$ cat src/rtl/led_pkg.sv
// Shared types and register map for the LED pattern driver.
// Imported by the top and its bench; no logic lives here beyond a small helper.
package led_pkg;

  typedef enum logic [1:0] {
    ModeFollow  = 2'd0,
    ModeBlink   = 2'd1,
    ModePwm     = 2'd2,
    ModeBreathe = 2'd3
  } mode_e;

  typedef enum logic [2:0] {
    StFollow,
    StBlinkOn,
    StBlinkOff,
    StPwm,
    StBrUp,
    StBrDown
  } state_e;

  localparam int unsigned CTRL_OFS       = 0;
  localparam int unsigned PRESCALE_OFS   = 1;
  localparam int unsigned BLINK_HALF_OFS = 2;
  localparam int unsigned DUTY_OFS       = 3;
  localparam int unsigned STATUS_OFS     = 4;
  localparam int unsigned NUM_REGS       = 5;

  localparam int unsigned CTRL_MODE_LSB   = 0;
  localparam int unsigned CTRL_MODE_MSB   = 1;
  localparam int unsigned CTRL_INVERT_BIT = 2;

  // State the FSM restarts in whenever the pattern is held.
  function automatic state_e entry_state(mode_e mode);
    state_e st;
    st = StFollow;
    case (mode)
      ModeFollow:  st = StFollow;
      ModeBlink:   st = StBlinkOn;
      ModePwm:     st = StPwm;
      ModeBreathe: st = StBrUp;
      default:     st = StFollow;
    endcase
    return st;
  endfunction

endpackage

$ cat src/rtl/led_pattern_driver_if.sv
// CPU register bus seen by the LED pattern driver: address, write data,
// combinational read data and the read/write strobe.
interface led_pattern_driver_if #(
  parameter int unsigned AddrWidth = 15,
  parameter int unsigned DataWidth = 16
);
  logic [AddrWidth-1:0] address_i;
  logic [DataWidth-1:0] data_i;
  logic [DataWidth-1:0] data_o;
  logic                 rd_wr_i;

  modport master (output address_i, output data_i, output rd_wr_i, input data_o);
  modport slave  (input address_i, input data_i, input rd_wr_i, output data_o);
endinterface

$ cat src/rtl/led_tick_prescaler.sv
// Tick generator: counts 0..prescale_i and pulses tick_o on the terminal count.
// clear_i restarts the count from zero.
module led_tick_prescaler (
  input  logic        clk_i,
  input  logic        reset_i,
  input  logic        clear_i,
  input  logic [15:0] prescale_i,
  output logic        tick_o
);

  logic [15:0] cnt_q, cnt_d;

  assign tick_o = (cnt_q == prescale_i);

  always_comb begin
    cnt_d = cnt_q + 16'd1;
    if (clear_i || tick_o) begin
      cnt_d = '0;
    end
  end

  always_ff @(posedge clk_i or negedge reset_i) begin
    if (!reset_i) begin
      cnt_q <= '0;
    end else begin
      cnt_q <= cnt_d;
    end
  end

endmodule

$ cat src/rtl/led_pattern_driver.sv
// Turns the LED request bit into a follow/blink/PWM/breathe pattern on the pin.
// Configured through a five-register window on the CPU bus.
module led_pattern_driver
  import led_pkg::*;
#(
  parameter int unsigned BaseAddress   = 0,
  parameter int unsigned address_width = 15,
  parameter int unsigned data_width    = 16,
  parameter int unsigned PWM_BITS      = 8
) (
  input  logic                  clk_i,
  input  logic                  reset_i,
  led_pattern_driver_if.slave   bus,
  input  logic                  led_req_i,
  output logic                  led_o
);

  localparam logic [PWM_BITS-1:0] PwmMax = '1;

  // Address decode done one bit wider so addresses below the base borrow out.
  logic [address_width:0] ofs_w;
  logic                   hit;
  logic [2:0]             sel;
  logic                   wr_en, wr_ctrl, wr_prescale, wr_blink_half, wr_duty;
  mode_e                  wr_mode;

  assign ofs_w = {1'b0, bus.address_i} - (address_width + 1)'(BaseAddress);
  assign hit   = !ofs_w[address_width] && (ofs_w < (address_width + 1)'(NUM_REGS));
  assign sel   = ofs_w[2:0];
  assign wr_en = bus.rd_wr_i && hit;

  assign wr_ctrl       = wr_en && (sel == 3'(CTRL_OFS));
  assign wr_prescale   = wr_en && (sel == 3'(PRESCALE_OFS));
  assign wr_blink_half = wr_en && (sel == 3'(BLINK_HALF_OFS));
  assign wr_duty       = wr_en && (sel == 3'(DUTY_OFS));
  assign wr_mode       = mode_e'(bus.data_i[CTRL_MODE_MSB:CTRL_MODE_LSB]);

  mode_e               mode_q, mode_d;
  logic                invert_q, invert_d;
  logic [15:0]         prescale_q, prescale_d;
  logic [15:0]         blink_half_q, blink_half_d;
  logic [PWM_BITS-1:0] duty_q, duty_d;

  always_comb begin
    mode_d       = mode_q;
    invert_d     = invert_q;
    prescale_d   = prescale_q;
    blink_half_d = blink_half_q;
    duty_d       = duty_q;
    if (wr_ctrl) begin
      mode_d   = wr_mode;
      invert_d = bus.data_i[CTRL_INVERT_BIT];
    end
    if (wr_prescale)   prescale_d   = bus.data_i[15:0];
    if (wr_blink_half) blink_half_d = bus.data_i[15:0];
    if (wr_duty)       duty_d       = bus.data_i[PWM_BITS-1:0];
  end

  // Pattern restarts from its entry state whenever the request drops or the mode changes.
  logic hold;
  logic tick;

  assign hold = !led_req_i || (wr_ctrl && (wr_mode != mode_q));

  led_tick_prescaler u_prescaler (
    .clk_i      (clk_i),
    .reset_i    (reset_i),
    .clear_i    (hold || wr_prescale),
    .prescale_i (prescale_q),
    .tick_o     (tick)
  );

  state_e              state_q, state_d;
  logic [15:0]         blink_cnt_q, blink_cnt_d;
  logic [PWM_BITS-1:0] pwm_cnt_q, pwm_cnt_d;
  logic [PWM_BITS-1:0] level_q, level_d;

  always_comb begin
    state_d     = state_q;
    blink_cnt_d = blink_cnt_q;
    pwm_cnt_d   = pwm_cnt_q;
    level_d     = level_q;
    if (hold) begin
      state_d     = entry_state(wr_ctrl ? wr_mode : mode_q);
      blink_cnt_d = '0;
      pwm_cnt_d   = '0;
      level_d     = '0;
    end else if (tick) begin
      unique case (state_q)
        StBlinkOn, StBlinkOff: begin
          if (blink_cnt_q == blink_half_q) begin
            blink_cnt_d = '0;
            state_d     = (state_q == StBlinkOn) ? StBlinkOff : StBlinkOn;
          end else begin
            blink_cnt_d = blink_cnt_q + 16'd1;
          end
        end
        StPwm: pwm_cnt_d = pwm_cnt_q + 1'b1;
        StBrUp: begin
          pwm_cnt_d = pwm_cnt_q + 1'b1;
          if (pwm_cnt_q == PwmMax) begin
            if (level_q == PwmMax) state_d = StBrDown;
            else                   level_d = level_q + 1'b1;
          end
        end
        StBrDown: begin
          pwm_cnt_d = pwm_cnt_q + 1'b1;
          if (pwm_cnt_q == PwmMax) begin
            if (level_q == '0) state_d = StBrUp;
            else               level_d = level_q - 1'b1;
          end
        end
        default: ;
      endcase
    end
  end

  logic pattern;
  logic led_d, led_q;

  always_comb begin
    pattern = 1'b0;
    unique case (mode_q)
      ModeFollow:  pattern = 1'b1;
      ModeBlink:   pattern = (state_q == StBlinkOn);
      ModePwm:     pattern = (pwm_cnt_q < duty_q);
      ModeBreathe: pattern = (pwm_cnt_q < level_q);
      default:     pattern = 1'b0;
    endcase
    led_d = (pattern & led_req_i) ^ invert_q;
  end

  assign led_o = led_q;

  always_ff @(posedge clk_i or negedge reset_i) begin
    if (!reset_i) begin
      mode_q       <= ModeFollow;
      invert_q     <= 1'b0;
      prescale_q   <= '0;
      blink_half_q <= '0;
      duty_q       <= '0;
      state_q      <= StFollow;
      blink_cnt_q  <= '0;
      pwm_cnt_q    <= '0;
      level_q      <= '0;
      led_q        <= 1'b0;
    end else begin
      mode_q       <= mode_d;
      invert_q     <= invert_d;
      prescale_q   <= prescale_d;
      blink_half_q <= blink_half_d;
      duty_q       <= duty_d;
      state_q      <= state_d;
      blink_cnt_q  <= blink_cnt_d;
      pwm_cnt_q    <= pwm_cnt_d;
      level_q      <= level_d;
      led_q        <= led_d;
    end
  end

  always_comb begin
    bus.data_o = '0;
    if (hit && !bus.rd_wr_i) begin
      case (sel)
        3'(CTRL_OFS):       bus.data_o = data_width'({invert_q, mode_q});
        3'(PRESCALE_OFS):   bus.data_o = data_width'(prescale_q);
        3'(BLINK_HALF_OFS): bus.data_o = data_width'(blink_half_q);
        3'(DUTY_OFS):       bus.data_o = data_width'(duty_q);
        3'(STATUS_OFS):     bus.data_o = data_width'({state_q == StBrDown,
                                                      state_q == StBlinkOn, led_q});
        default:            bus.data_o = '0;
      endcase
    end
  end

endmodule
$ cat src/flat_wrapper.sv
// flat-port wrapper written by rule: the top's interface ports become plain ports
module led_pattern_driver_flat import led_pkg::*;
#(
  parameter int unsigned BaseAddress   = 0,
  parameter int unsigned address_width = 15,
  parameter int unsigned data_width    = 16,
  parameter int unsigned PWM_BITS      = 8
)
  (clk_i, reset_i, led_req_i, led_o, bus_address_i, bus_data_i, bus_rd_wr_i, bus_data_o);
  led_pattern_driver_if bus_i ();
  input  logic clk_i;
  input  logic reset_i;
  input  logic led_req_i;
  output logic led_o;
  input wire logic [$bits(bus_i.address_i)-1:0] bus_address_i;
  input wire logic [$bits(bus_i.data_i)-1:0] bus_data_i;
  input wire logic [$bits(bus_i.rd_wr_i)-1:0] bus_rd_wr_i;
  output wire logic [$bits(bus_i.data_o)-1:0] bus_data_o;
  assign bus_i.address_i = bus_address_i;
  assign bus_i.data_i = bus_data_i;
  assign bus_i.rd_wr_i = bus_rd_wr_i;
  assign bus_data_o = bus_i.data_o;
  led_pattern_driver #(.BaseAddress(BaseAddress), .address_width(address_width), .data_width(data_width), .PWM_BITS(PWM_BITS)) u_core (.clk_i(clk_i), .reset_i(reset_i), .bus(bus_i), .led_req_i(led_req_i), .led_o(led_o));
endmodule
$ cat config.mk
export PLATFORM = sky130hd
export DESIGN_NAME = led_pattern_driver_flat
export DESIGN_NICKNAME = d
export VERILOG_FILES = /design/src/rtl/led_pkg.sv /design/src/rtl/led_pattern_driver_if.sv /design/src/rtl/led_tick_prescaler.sv /design/src/rtl/led_pattern_driver.sv /design/src/flat_wrapper.sv
export SDC_FILE = /design/constraint.sdc
export NUM_CORES = 1
export LEC_CHECK = 0
export ABC_AREA = 0
export BUFFER_PORTS_ARGS = -buffer_cell sky130_fd_sc_hd__buf_2
export CAP_MARGIN = 20
export CORE_ASPECT_RATIO = 0.9
export CORE_UTILIZATION = 45
export DETAILED_ROUTE_END_ITERATION = 10
export REMOVE_ABC_BUFFERS = 1
export SYNTH_ARGS = -nofsm -noshare
export SYNTH_HDL_FRONTEND = slang
export SYNTH_SLANG_ARGS = --single-unit
$ cat constraint.sdc
create_clock -name clk_i -period 4.1 [get_ports clk_i]
set_input_delay 0.205 -clock clk_i [delete_from_list [all_inputs] [get_ports clk_i]]
set_output_delay 0.205 -clock clk_i [all_outputs]
set_load 0.1 [all_outputs]
# Word-level counts from Yosys, hierarchy flattened

Index checks and enable logic that the tools add are counted.

$add $sub $neg: 5
Magnitude comparators: 3
Eq/ne operators: 27
Multiplexer cells: 29
Bitwise logic cells: 2
Reduce and logical (&&, ||, !) cells: 27

Operators by type and width:

| operator                | number |
|---|---|
| $mux W16                | 6 |
| $pmux W16 S5            | 1 |
| $mux W8                 | 9 |
| $add A16 B1 Y16 const B | 2 |
| $eq A16 B16 Y1          | 2 |
| $mux W3                 | 7 |
| $add A8 B1 Y8 const B   | 2 |
| $eq A8 B8 Y1 const B    | 2 |
| $lt A8 B8 Y1            | 2 |
| $pmux W8 S2             | 1 |
| $lt A15 B3 Y1 const B   | 1 |
| $ne A3 B1 Y1 const B    | 5 |
| $eq A3 B2 Y1 const B    | 4 |
| $pmux W3 S4             | 1 |
| $eq A3 B3 Y1 const B    | 3 |
| $pmux W3 S3             | 1 |
| $eq A2 B2 Y1 const B    | 4 |
| $logic_not A8 Y1        | 1 |
| $sub A8 B1 Y8 const B   | 1 |
| $logic_and A1 B1 Y1     | 7 |
| $reduce_and A7 Y1       | 1 |
| $eq A3 B1 Y1 const B    | 2 |
| $ne A3 B2 Y1 const B    | 2 |
| $reduce_and A6 Y1       | 1 |
| other kinds (16)        | 25 |

Bits in registers: 95
Output and inout port bits: 17
Logic and storage cells: 104

# Longest topological paths before layout

Gate-level depths: netlist of the first run.

Word-level depth: 8
Gate-level depth with buffers: 11
Gate-level depth less buffers: 11

# Hierarchy

Synthesis of the first run repeated with hierarchy kept, for this count alone.

Cell total of the unflattened synthesis: 571
Area total of the unflattened synthesis: 5,866.9 um2

Modules (own cells, without submodules):

| module             | times used | cells an instance | area an instance (um2) | sequential area each (um2) |
|---|---|---|---|---|
| led_pattern_driver | 1          | 471               | 4,884.7                | 1,976.9 |
| led_tick_prescaler | 1          | 100               | 982.2                  | 400.4 |

# Least setup slack after synthesis of the first run

No wires, ideal clock.

Path kind: input -> output
From: input bus_address_i[9]
To: output bus_data_o[10]
Arrival: 2,504 ps
Path slack: 1,391 ps
Cell stages on the path: 5
Path buffers: 1
Cell sequence: nor4_2 nand3_1 or3_1 clkbuf_1 nor2_1

Word-level cells in the longest chain between the ends: 3

RTL lines:

| element             | line                      | text |
|---|---|---|
| start: declaration  | flat_wrapper.sv:15        | `input wire logic [$bits(bus_i.address_i)-1:0] bus_address_i;` |
| $lt A15 B3 Y1       | led_pattern_driver.sv:28  | `assign hit = !ofs_w[address_width] && (ofs_w < (address_width + 1)'(NUM_REGS));` |
| $logic_and A1 B1 Y1 | led_pattern_driver.sv:163 | `if (hit && !bus.rd_wr_i) begin` |
| $mux W16            | led_pattern_driver.sv:163 |  |
| end: declaration    | flat_wrapper.sv:18        | `output wire logic [$bits(bus_i.data_o)-1:0] bus_data_o;` |

Every way passes these cells.

# Worst setup path in the final report of the first run

From: register u_core.state_q[2]
To: register u_core.level_q[7]

Word-level cells in the longest chain between the ends: 4
Elaborated cells on any way between the ends: 11
Classes of those cells: 6 x eq/ne; 3 x mux; 2 x reduce/logical

RTL lines:

| element                  | line                      | text |
|---|---|---|
| start: declaration       | led_pattern_driver.sv:73  | `state_e state_q, state_d;` |
| start signal: assignment | led_pattern_driver.sv:142 | `state_q <= StFollow;` |
| start signal: assignment | led_pattern_driver.sv:153 | `state_q <= state_d;` |
| $eq A3 B3 Y1             | led_pattern_driver.sv:89  | `unique case (state_q)` |
| $pmux W8 S2              | led_pattern_driver.sv:89  |  |
| $mux W8                  | led_pattern_driver.sv:88  | `end else if (tick) begin` |
| $mux W8                  | led_pattern_driver.sv:83  | `if (hold) begin` |
| end signal: assignment   | led_pattern_driver.sv:156 | `level_q <= level_d;` |
| end: declaration         | led_pattern_driver.sv:76  | `logic [PWM_BITS-1:0] level_q, level_d;` |

Parallel ways exist; a longest one is shown, timed or not. The select of a mux whose other input is x is not followed.
A chain may end at the register's enable or synchronous reset.

==> results of run 1 <==
[cell type report]
type                    count  share of cell area (%)
clock inverters             4                   0.750
repair buffers             57                    4.78
flip-flops and latches     95                    37.5
multi-input cells         429                    49.0
clock buffers              11                    3.67
well taps                 160                    3.16
inverters                  20                    1.18
[sequential cells by signal, summed over array words and instances (netlist names)]
signal	count
u_core.prescale_q	16
u_core.duty_q	8
u_core.led_o	1
u_core.blink_cnt_q	16
u_core.state_q	3
u_core.mode_q	2
u_core.level_q	8
u_core.u_prescaler.cnt_q	16
u_core.invert_q	1
u_core.pwm_cnt_q	8
u_core.blink_half_q	16
[cell families after synthesis]
family | Yosys count
simple gates | 192
flops | 95
compound gates | 90
xor+xnor | 64
mux | 57
buf+inv | 41
fa+ha+maj | 26
[layer usage]
metal | vias up | track usage, %
met4 | 0 | 7.05
met1 | 2130 | 34.2
met5 | - | 0
li1 | 2078 | -
met2 | 80 | 34.2
met3 | 14 | 4.11
[synth_stat cells, types with 3 or more instances]
master,n
a21o_1,6
a21oi_1,12
a22oi_1,19
a31oi_1,3
and2_1,7
and3_1,13
buf_2,9
clkbuf_1,9
dfrtp_1,95
ha_1,25
inv_1,20
mux2_2,51
mux2i_1,6
nand2_1,28
nand2b_1,4
nand3_1,18
nand4_1,12
nor2_1,71
nor2b_1,10
nor3_1,3
nor4_1,7
nor4_2,4
o21a_1,3
o21ai_0,18
o21ai_1,12
o22ai_1,3
o31ai_1,4
or3_1,4
xnor2_1,27
xor2_1,37
[critical path, cell delays in order (launching register included)]
cell and delay (ns):
dfrtp_1 0.45, nor2b_1 0.33, nand2_1 0.13, inv_1 0.28
ha_1 0.30, a21o_1 0.17, a211oi_1 0.23, nor2_1 0.09
o41ai_1 0.36, xnor2_1 0.14, or3_1 0.31, a21oi_1 0.14
[power by group]
part | switching, W | total, W | internal (W) | leakage (nW)
registers | 0.00000545 | 0.000946 | 0.000940 | 1.32
clock network | 0.000352 | 0.000820 | 0.000468 | 0.135
logic | 0.0000697 | 0.0000998 | 0.0000301 | 1.60
[through the flow]
stage	util, %	worst slack (ns)	cells	area, µm²	hold slack, ns
global route	52.1	0.754	776	6340	0.0645
floorplan	-	1.47	544	5560	-0.0906
detailed placement	49.8	1.10	761	6060	0.398
global placement	49.8	1.18	761	6060	0.389
finish	52.1	1.11	776	6340	-0.0239
CTS	52.1	1.08	776	6340	0.0216
[how the worst max path moves through the flow]
| stage | start | end | cells past startpoint |
|---|---|---|---|
| floorplan | bus_address_i[9] | bus_data_o[10] | 4 |
| global placement | u_core.state_q[2]$_DFFE_PN0P_ | u_core.level_q[7]$_DFFE_PN0P_ | 11 |
| detailed placement | u_core.state_q[2]$_DFFE_PN0P_ | u_core.level_q[7]$_DFFE_PN0P_ | 11 |
| CTS | u_core.state_q[2]$_DFFE_PN0P_ | u_core.level_q[7]$_DFFE_PN0P_ | 11 |
| global route | u_core.state_q[2]$_DFFE_PN0P_ | u_core.level_q[7]$_DFFE_PN0P_ | 11 |
| finish | u_core.state_q[2]$_DFFE_PN0P_ | u_core.level_q[7]$_DFFE_PN0P_ | 11 |
==> qor.txt, run 1 <==
status: complete, but fails checks
failing checks: negative hold slack
Worst setup EP type: flop
Slew Limit Fails: 0
router iterations before antenna repair: 4
Die H: 108 µm
WL met1: 6890 µm
Via density: 5.54
initial cell density of the core: 46.5%
Relative slew margins: 40.3%
H-tree depth: 3
commonest non-fill, non-tap cells in the layout: dfrtp_1, nor2_1, mux2_2, buf_2, xor2_1
Lkg Pwr: 3.05 nW
Critical Path Start Type: flop
Final period util: 73.0%
I/O pin count: 52
number of synthesized flops with an enable pin: 0
die area: 13,000 µm²
hold_ws: -0.0239 ns
# port buffers: 51
min Tclk post-route: 2.99 ns
CTS tree: done
multiplexer share of the synthesized area: 11.2%
worst slew pin tran: 0.896 ns
Reg2Reg Setup Slack: 1.11 ns
post-route ant nets: 0
FF-to-FF path depth: 11
Post-Syn Area per Cell: 10.0 µm²
worst r2r dst: u_core.level_q[7]$_DFFE_PN0P_
P per Cell Area: 294 nW/µm²
commonest non-fill, non-tap cell in the layout: dfrtp_1
Clk Tree Root Cell: clkbuf_16
endpoints failing hold: 22
GRT overflow: 0
Yosys top cell by area: dfrtp_1
setup TNS: 0 ns
pin count of the biggest net entering global routing: 71
routed len/inst: 18.0 µm
largest family of logic cells by synthesized area: simple AND/OR/NAND/NOR gates
post-synthesis simple-gate area fraction: 17.5%
clock buffer depth: 2
Filler cells: 1,149
GRT Util Overall: 23.1%
Syn-to-layout area delta: 12.1%
xor and xnor area share after synthesis: 9.91%
Post-CTS Setup Inserts: 0
Rows: 38
CTS Sinks: 95
Setup Viol. Count Final: 0
met3 routed WL: 578 µm
Compound-Gate Fraction of Synth Area: 10.4%
worst path required time: 4.38 ns
critical path type: flop to flop
synthesized area: 5660 µm²
Synth warnings: 0
WP data arrival: 3.28 ns
Initial DRC Count: 259
DP HPWL: 10,500 µm
Fmax: 334 MHz
Adder-Cell Fraction of Synth Area: 5.88%
max_cap viols: 0
Tightest Hold Check Type: input pin to async pin
CTS clk-pin slew, worst paths: 0.07 ns
first-pass GRT wire length: 22,600 µm
core region area: 12,200 µm²
GP Congestion: 0.891
Synth cell types: 51
#FFs+latches synth: 95
CTS Buf Count: 9
Skew-Pair Late Insertion Delay: 0.35 ns
drt total wl: 13,900 µm
Via Count: 4,302
Hold Buf Count CTS: 0
RR Startpoint: u_core.state_q[2]$_DFFE_PN0P_
via count of the first global-routing pass: 4,147
detailed route wirelength on metal2: 6300 µm
area of the multi-input gates: 3110 µm²
ys flop type: dfrtp_1
Synth async-reset ratio: 100%
Overall Power: 0.00186 W
antenna cell count: 0
top layer reached by signal wires: met4
initial antenna violation count: 0
register area: 2380 µm²
Worst VDD drop: 0.000206 V
layout cells sized above 1: 21.6%
RSZ-0062 raised after global routing: no
nets@finish: 673
Seq/Total Area, Yosys: 42.0%
Die Width: 120 µm
Max Clock Skew: 0.00832 ns
drc violations: 0
dominant cells by area after synthesis: dfrtp_1, mux2_2, xor2_1, ha_1, nor2_1
CP Max Fanout: 8
Mapped Cells: 565
Post-CTS Resized: 0
Yosys top cell area share: 42.0%
Note: power is estimated with default switching activity, not from simulation.
==> run 2: changes to the inputs <==
==> constraint.sdc (replaced) <==
create_clock -name clk_i -period 3.14 [get_ports clk_i]
set_input_delay 0.157 -clock clk_i [delete_from_list [all_inputs] [get_ports clk_i]]
set_output_delay 0.157 -clock clk_i [all_outputs]
set_load 0.1 [all_outputs]
==> qor.txt, run 2 (synthesis results as in run 1) <==
Clk Tree Root Cell: clkbuf_16
Fmax: 358 MHz
Critical Path Start Type: flop
Most Crowded Layer GR: met2
Largest stage delay, worst path: 0.43 ns
RSZ-0062 raised after global routing: no
worst r2r dst: u_core.level_q[7]$_DFFE_PN0P_
Max Clock Skew: 0.00700 ns
# port buffers: 51
worst slew pin tran: 0.727 ns
clock buffer depth: 2
GP Congestion: 0.874
Skew-Pair Late Insertion Delay: 0.35 ns
Slew Limit Fails: 0
initial antenna violation count: 0
router iterations before antenna repair: 4
WP data arrival: 3.07 ns
Die Width: 120 µm
Reg2Reg Setup Slack: 0.35 ns
Syn-to-layout area delta: 12.5%
GRT overflow: 0
status: finished clean
post-route ant nets: 0
die area: 13,000 µm²
first-pass GRT wire length: 21,900 µm
Via Count: 4,260
Die H: 108 µm
commonest non-fill, non-tap cell in the layout: dfrtp_1
max_cap viols: 0
endpoints failing hold: 0
DP HPWL: 10,200 µm
commonest non-fill, non-tap cells in the layout: dfrtp_1, nor2_1, mux2_2, buf_2, xor2_1
CP Max Fanout: 8
Worst VDD drop: 0.000255 V
min Tclk post-route: 2.79 ns
layout cells sized above 1: 21.9%
Worst setup EP type: flop
Rows: 38
Global Route met1 Usage: 32.0%
critical path launch point: u_core.state_q[2]$_DFFE_PN0P_
drt total wl: 13,500 µm
GRT Util Overall: 22.4%
H-tree depth: 3
met2 Track Usage GR: 33.5%
core region area: 12,200 µm²
drc violations: 0
critical path endpoint: u_core.level_q[7]$_DFFE_PN0P_
CTS Buf Count: 9
CTS clk-pin slew, worst paths: 0.06 ns
M3 GR Usage: 5.22%
CTS tree: done
critical path type: flop to flop
CTS Sinks: 95
P per Cell Area: 372 nW/µm²
I/O pin count: 52
crit-path cells: nor2b_1 -> nand2_1 -> inv_2 -> ha_1 -> a21o_1 -> a211oi_1 -> nor2_1 -> o41ai_1 -> xnor2_1 -> or3_1 -> a21oi_1
Relative slew margins: 51.5%
FF-to-FF path depth: 11
Setup Viol. Count Final: 0
Lkg Pwr: 3.07 nW
Initial DRC Count: 198
setup TNS: 0 ns
routed len/inst: 17.3 µm
antenna cell count: 0
Post-CTS Setup Inserts: 0
RR Startpoint: u_core.state_q[2]$_DFFE_PN0P_
initial cell density of the core: 46.5%
Tightest Hold Check Type: input pin to flop
Via density: 5.45
via count of the first global-routing pass: 4,163
Final period util: 88.9%
nets@finish: 678
pin count of the biggest net entering global routing: 57
CP max stage cell: dfrtp_1
worst path required time: 3.41 ns
hold_ws: 0.0606 ns
run 2: changes by cell type in the layout (fill, tap and decap cells not counted), sizes merged:
cell and change:
buf +4, dlygate4sd3 +1, clkinv -1, clkinvlp -1, clkbuf +3, bufinv -1
run 2: layout make-up:
type | count | area (µm²)
Timing Repair Buffer | 62 | 343
Multi-Input combinational cell | 429 | 3110
Sequential cell | 95 | 2380
Clock inverter | 1 | 5.00
Tap cell | 160 | 200
Fill cell | 1130 | 5810
Inverter | 20 | 75.1
Clock buffer | 14 | 254
run 2: repair_timing:
| action | 4_1_cts | 5_1_grt |
|---|---|---|
| hold endpoints to repair | 54 | 0 |
| gates resized for setup | 0 | 1 |
| hold buffers | 1 | 0 |
| endpoints found under the setup margin | 0 | 1 |
run 2: stage by stage:
| step | instance area (µm²) | utilization, % | worst slack [ns] | power, W | cells |
|---|---|---|---|---|---|
| 6_report | 6360 | 52.3 | 0.347 | 0.00237 | 781 |
| 3_3_place_gp | 6090 | 50.0 | 0.354 | 0.00139 | 765 |
| 3_5_place_dp | 6090 | 50.0 | 0.274 | 0.00139 | 765 |
| 5_1_grt | 6360 | 52.3 | 0.103 | 0.00246 | 781 |
| 4_1_cts | 6360 | 52.3 | 0.252 | 0.00240 | 781 |
| 2_1_floorplan | 5560 | - | 0.579 | 0.00130 | 544 |
run 2: how the worst min path moves through the flow:
| stage | slack, ns | from | depth (start not counted) | endpoint |
|---|---|---|---|---|
| CTS | 0.04 | bus_data_i[9] | 2 | u_core.prescale_q[9]$_DFFE_PN0P_ |
| global route | 0.05 | bus_data_i[9] | 2 | u_core.prescale_q[9]$_DFFE_PN0P_ |
| detailed placement | 0.26 | reset_i | 1 | u_core.pwm_cnt_q[1]$_DFFE_PN0P_ |
| finish | 0.06 | bus_data_i[9] | 2 | u_core.prescale_q[9]$_DFFE_PN0P_ |
| floorplan | -0.14 | reset_i | 0 | u_core.blink_cnt_q[0]$_DFFE_PN0P_ |
| global placement | 0.26 | reset_i | 1 | u_core.pwm_cnt_q[1]$_DFFE_PN0P_ |
run 2: power breakdown:
part	switching, W	internal, W
clock	0.000447	0.000555
sequential	0.00000654	0.00123
combinational	0.0000901	0.0000407
run 2: worst max-delay path: cells and delay by family (launching register included):
family          cells  cell delay [ns]
flops               1             0.43
fa+ha+maj           1             0.25
simple gates        4             0.84
compound gates      4             0.91
buf+inv             1             0.17
xor+xnor            1             0.13
run 2: routing by layer:
layer  wire length, µm  up-vias  part of all wire (%)
li1                  -     2080                     -
met1              6610     2095                    49
met2              6240       75                    46
met3               483       10                   3.6
met4               156        0                   1.2
met5                 0        -                     0
==> run 3: changes to the inputs <==
--- a/config.mk
+++ b/config.mk
@@ -5,12 +5,12 @@
 export SDC_FILE = /design/constraint.sdc
 export NUM_CORES = 1
 export LEC_CHECK = 0
-export ABC_AREA = 0
+export ABC_AREA = 1
 export BUFFER_PORTS_ARGS = -buffer_cell sky130_fd_sc_hd__buf_2
-export CAP_MARGIN = 20
 export CORE_ASPECT_RATIO = 0.9
 export CORE_UTILIZATION = 45
 export DETAILED_ROUTE_END_ITERATION = 10
+export RECOVER_POWER = 100
 export REMOVE_ABC_BUFFERS = 1
 export SYNTH_ARGS = -nofsm -noshare
 export SYNTH_HDL_FRONTEND = slang
==> qor.txt, run 3 <==
WP data arrival: 2.54 ns
Hold Buf Count CTS: 1
initial cell density of the core: 47.0%
ys flop type: dfrtp_1
#FFs+latches synth: 95
CTS Sinks: 95
H-tree depth: 3
commonest non-fill, non-tap cell in the layout: nand2_1
Min-Delay Endpoint: u_core.prescale_q[15]$_DFFE_PN0P_
first-pass GRT wire length: 27,000 µm
list of most frequent post-synthesis cells: nand2_1, inv_1, dfrtp_1
Clock Power Share: 40.9%
status: finished clean
commonest non-fill, non-tap cells in the layout: nand2_1, inv_1, dfrtp_1, nor2_1, o21ai_0
via count of the first global-routing pass: 5,371
min Tclk post-route: 2.70 ns
Synth async-reset ratio: 100%
Critical Path Start Type: input pin
post-route setup slack: 0.442 ns
post-route core utilization: 51.8%
GRT overflow: 0
Seq pwr share: 47.2%
detailed route wirelength on metal2: 6970 µm
met3 routed WL: 543 µm
drc violations: 0
Seq/Total Area, Yosys: 37.1%
GP Congestion: 0.834
Pint: 0.00195 W
die area: 14,700 µm²
worst path required time: 2.98 ns
I/O pin count: 52
Lkg Pwr: 3.40 nW
post-place setup slack: 0.805 ns
Hold Path Origin: bus_data_i[15]
dpl cells: 1,151
number of synthesized flops with an enable pin: 0
Filler cells: 1,400
Sw Ratio: 27.6%
Non-Filler Instances: 1,167
worst hold path cell count: 3
max_cap viols: 0
core region area: 13,600 µm²
FF-to-FF path depth: 8
WL met1: 8210 µm
setup TNS: 0 ns
initial antenna violation count: 0
Final period util: 85.9%
drt total wl: 15,900 µm
P per Cell Area: 383 nW/µm²
RR Startpoint: u_core.mode_q[0]$_DFF_PN0_
Yosys top cell by area: dfrtp_1
routed len/inst: 13.6 µm
Relative slew margins: 4.71%
Die Width: 128 µm
CTS tree: done
Max Clock Skew: 0.0127 ns
Skew-Pair Late Insertion Delay: 0.35 ns
layout cells sized above 1: 9.20%
clock buffer depth: 2
Via density: 4.94
Clk Tree Root Cell: clkbuf_16
endpoints failing hold: 0
synthesized area: 6400 µm²
pin count of the biggest net entering global routing: 55
Fmax: 371 MHz
worst slew pin tran: 1.43 ns
CP Max Fanout: 16
Rows: 40
Post-CTS Resized: 0
combinational share of power: 11.9%
Worst setup EP type: output pin
antenna cell count: 0
router iterations before antenna repair: 7
post-route ant nets: 0
critical path type: input pin to output pin
GRT Util Overall: 23.5%
reported net switching power: 0.000747 W
Post-CTS Setup Inserts: 0
Synth warnings: 0
Reg2Reg Setup Slack: 0.51 ns
CTS Buf Count: 9
Yosys top cell area share: 37.1%
Syn-to-layout area delta: 10.2%
Initial DRC Count: 350
RSZ-0062 raised after global routing: no
Mapped Cells: 925
top layer reached by signal wires: met4
dominant cells by area after synthesis: dfrtp_1, nand2_1, inv_1, ha_1, nor2_1
Slew Limit Fails: 0
Tightest Hold Check Type: input pin to flop
CTS clk-pin slew, worst paths: 0.07 ns
Via Count: 5,769
# port buffers: 51
worst r2r dst: u_core.u_prescaler.cnt_q[2]$_DFF_PN0_
Setup Viol. Count Final: 0
Synth cell types: 44
critical path launch point: bus_address_i[0]
nets@finish: 1,035
DP HPWL: 11,900 µm
Die H: 115 µm
most frequent cell after synthesis: nand2_1
Worst VDD drop: 0.000285 V
Post-Syn Area per Cell: 6.92 µm²
[run 3: changes by cell type after synthesis, moves of 20 or more]
cell / change
nand2_1: +288
inv_1: +106
mux2_2: -51
o21ai_0: +38
xnor2_1: -25
nand3_1: +22
xor2_1: -20
[run 3: how the worst max path moves through the flow]
stage / to / slack (ns) / cells after the start
floorplan: bus_data_o[1] / 0.40 / 6
global placement: bus_data_o[2] / 0.85 / 8
detailed placement: u_core.level_q[5]$_DFFE_PN0P_ / 0.80 / 11
CTS: bus_data_o[2] / 0.64 / 6
global route: bus_data_o[10] / 0.24 / 7
finish: bus_data_o[15] / 0.44 / 7
[run 3: cell type report]
class | count | area, µm² | area share (%)
clock inverters | 5 | 58.8 | 0.834
well taps | 189 | 236 | 3.35
flip-flops and latches | 95 | 2380 | 33.7
repair buffers | 57 | 288 | 4.08
multi-input cells | 675 | 3350 | 47.6
clock buffers | 10 | 229 | 3.25
inverters | 136 | 510 | 7.24
[run 3: power by group through the flow]
stage	Combinational [W]	Clock, W	Sequential (W)
after floorplan	0.000211	0	0.00130
after global placement	0.000333	0	0.00130
after detailed placement	0.000330	0	0.00130
after CTS	0.000335	0.00114	0.00128
after global routing	0.000367	0.00118	0.00128
final	0.000320	0.00111	0.00128
[run 3: metrics by stage]
step / area, µm² / hold WS (ns) / total power (W)
6_report: 7050 / 0.0525 / 0.00270
5_1_grt: 7050 / 0.0520 / 0.00283
4_1_cts: 7160 / 0.0430 / 0.00275
3_5_place_dp: 6860 / 0.191 / 0.00163
3_3_place_gp: 6860 / 0.188 / 0.00163
2_1_floorplan: 6310 / -0.139 / 0.00151
[run 3: critical path, stage by stage]
cell,delay (ns)
clkbuf_1,0.11
inv_1,0.09
nand2_1,0.12
a21boi_0,0.26
nand3_1,0.58
a21oi_1,0.33
clkbuf_1,0.89
[run 3: logic make-up after synthesis]
family	Yosys count	synth area share (%)
xor+xnor	19	2.60
simple gates	504	34.2
buf+inv	155	9.36
fa+ha+maj	26	5.20
flops	95	37.1
compound gates	126	11.5
[run 3: per-layer routing]
layer	global-route usage, %	vias up
met5	0	-
met4	5.80	0
met3	4.09	12
met2	36.6	100
met1	33.9	2605
li1	-	3052
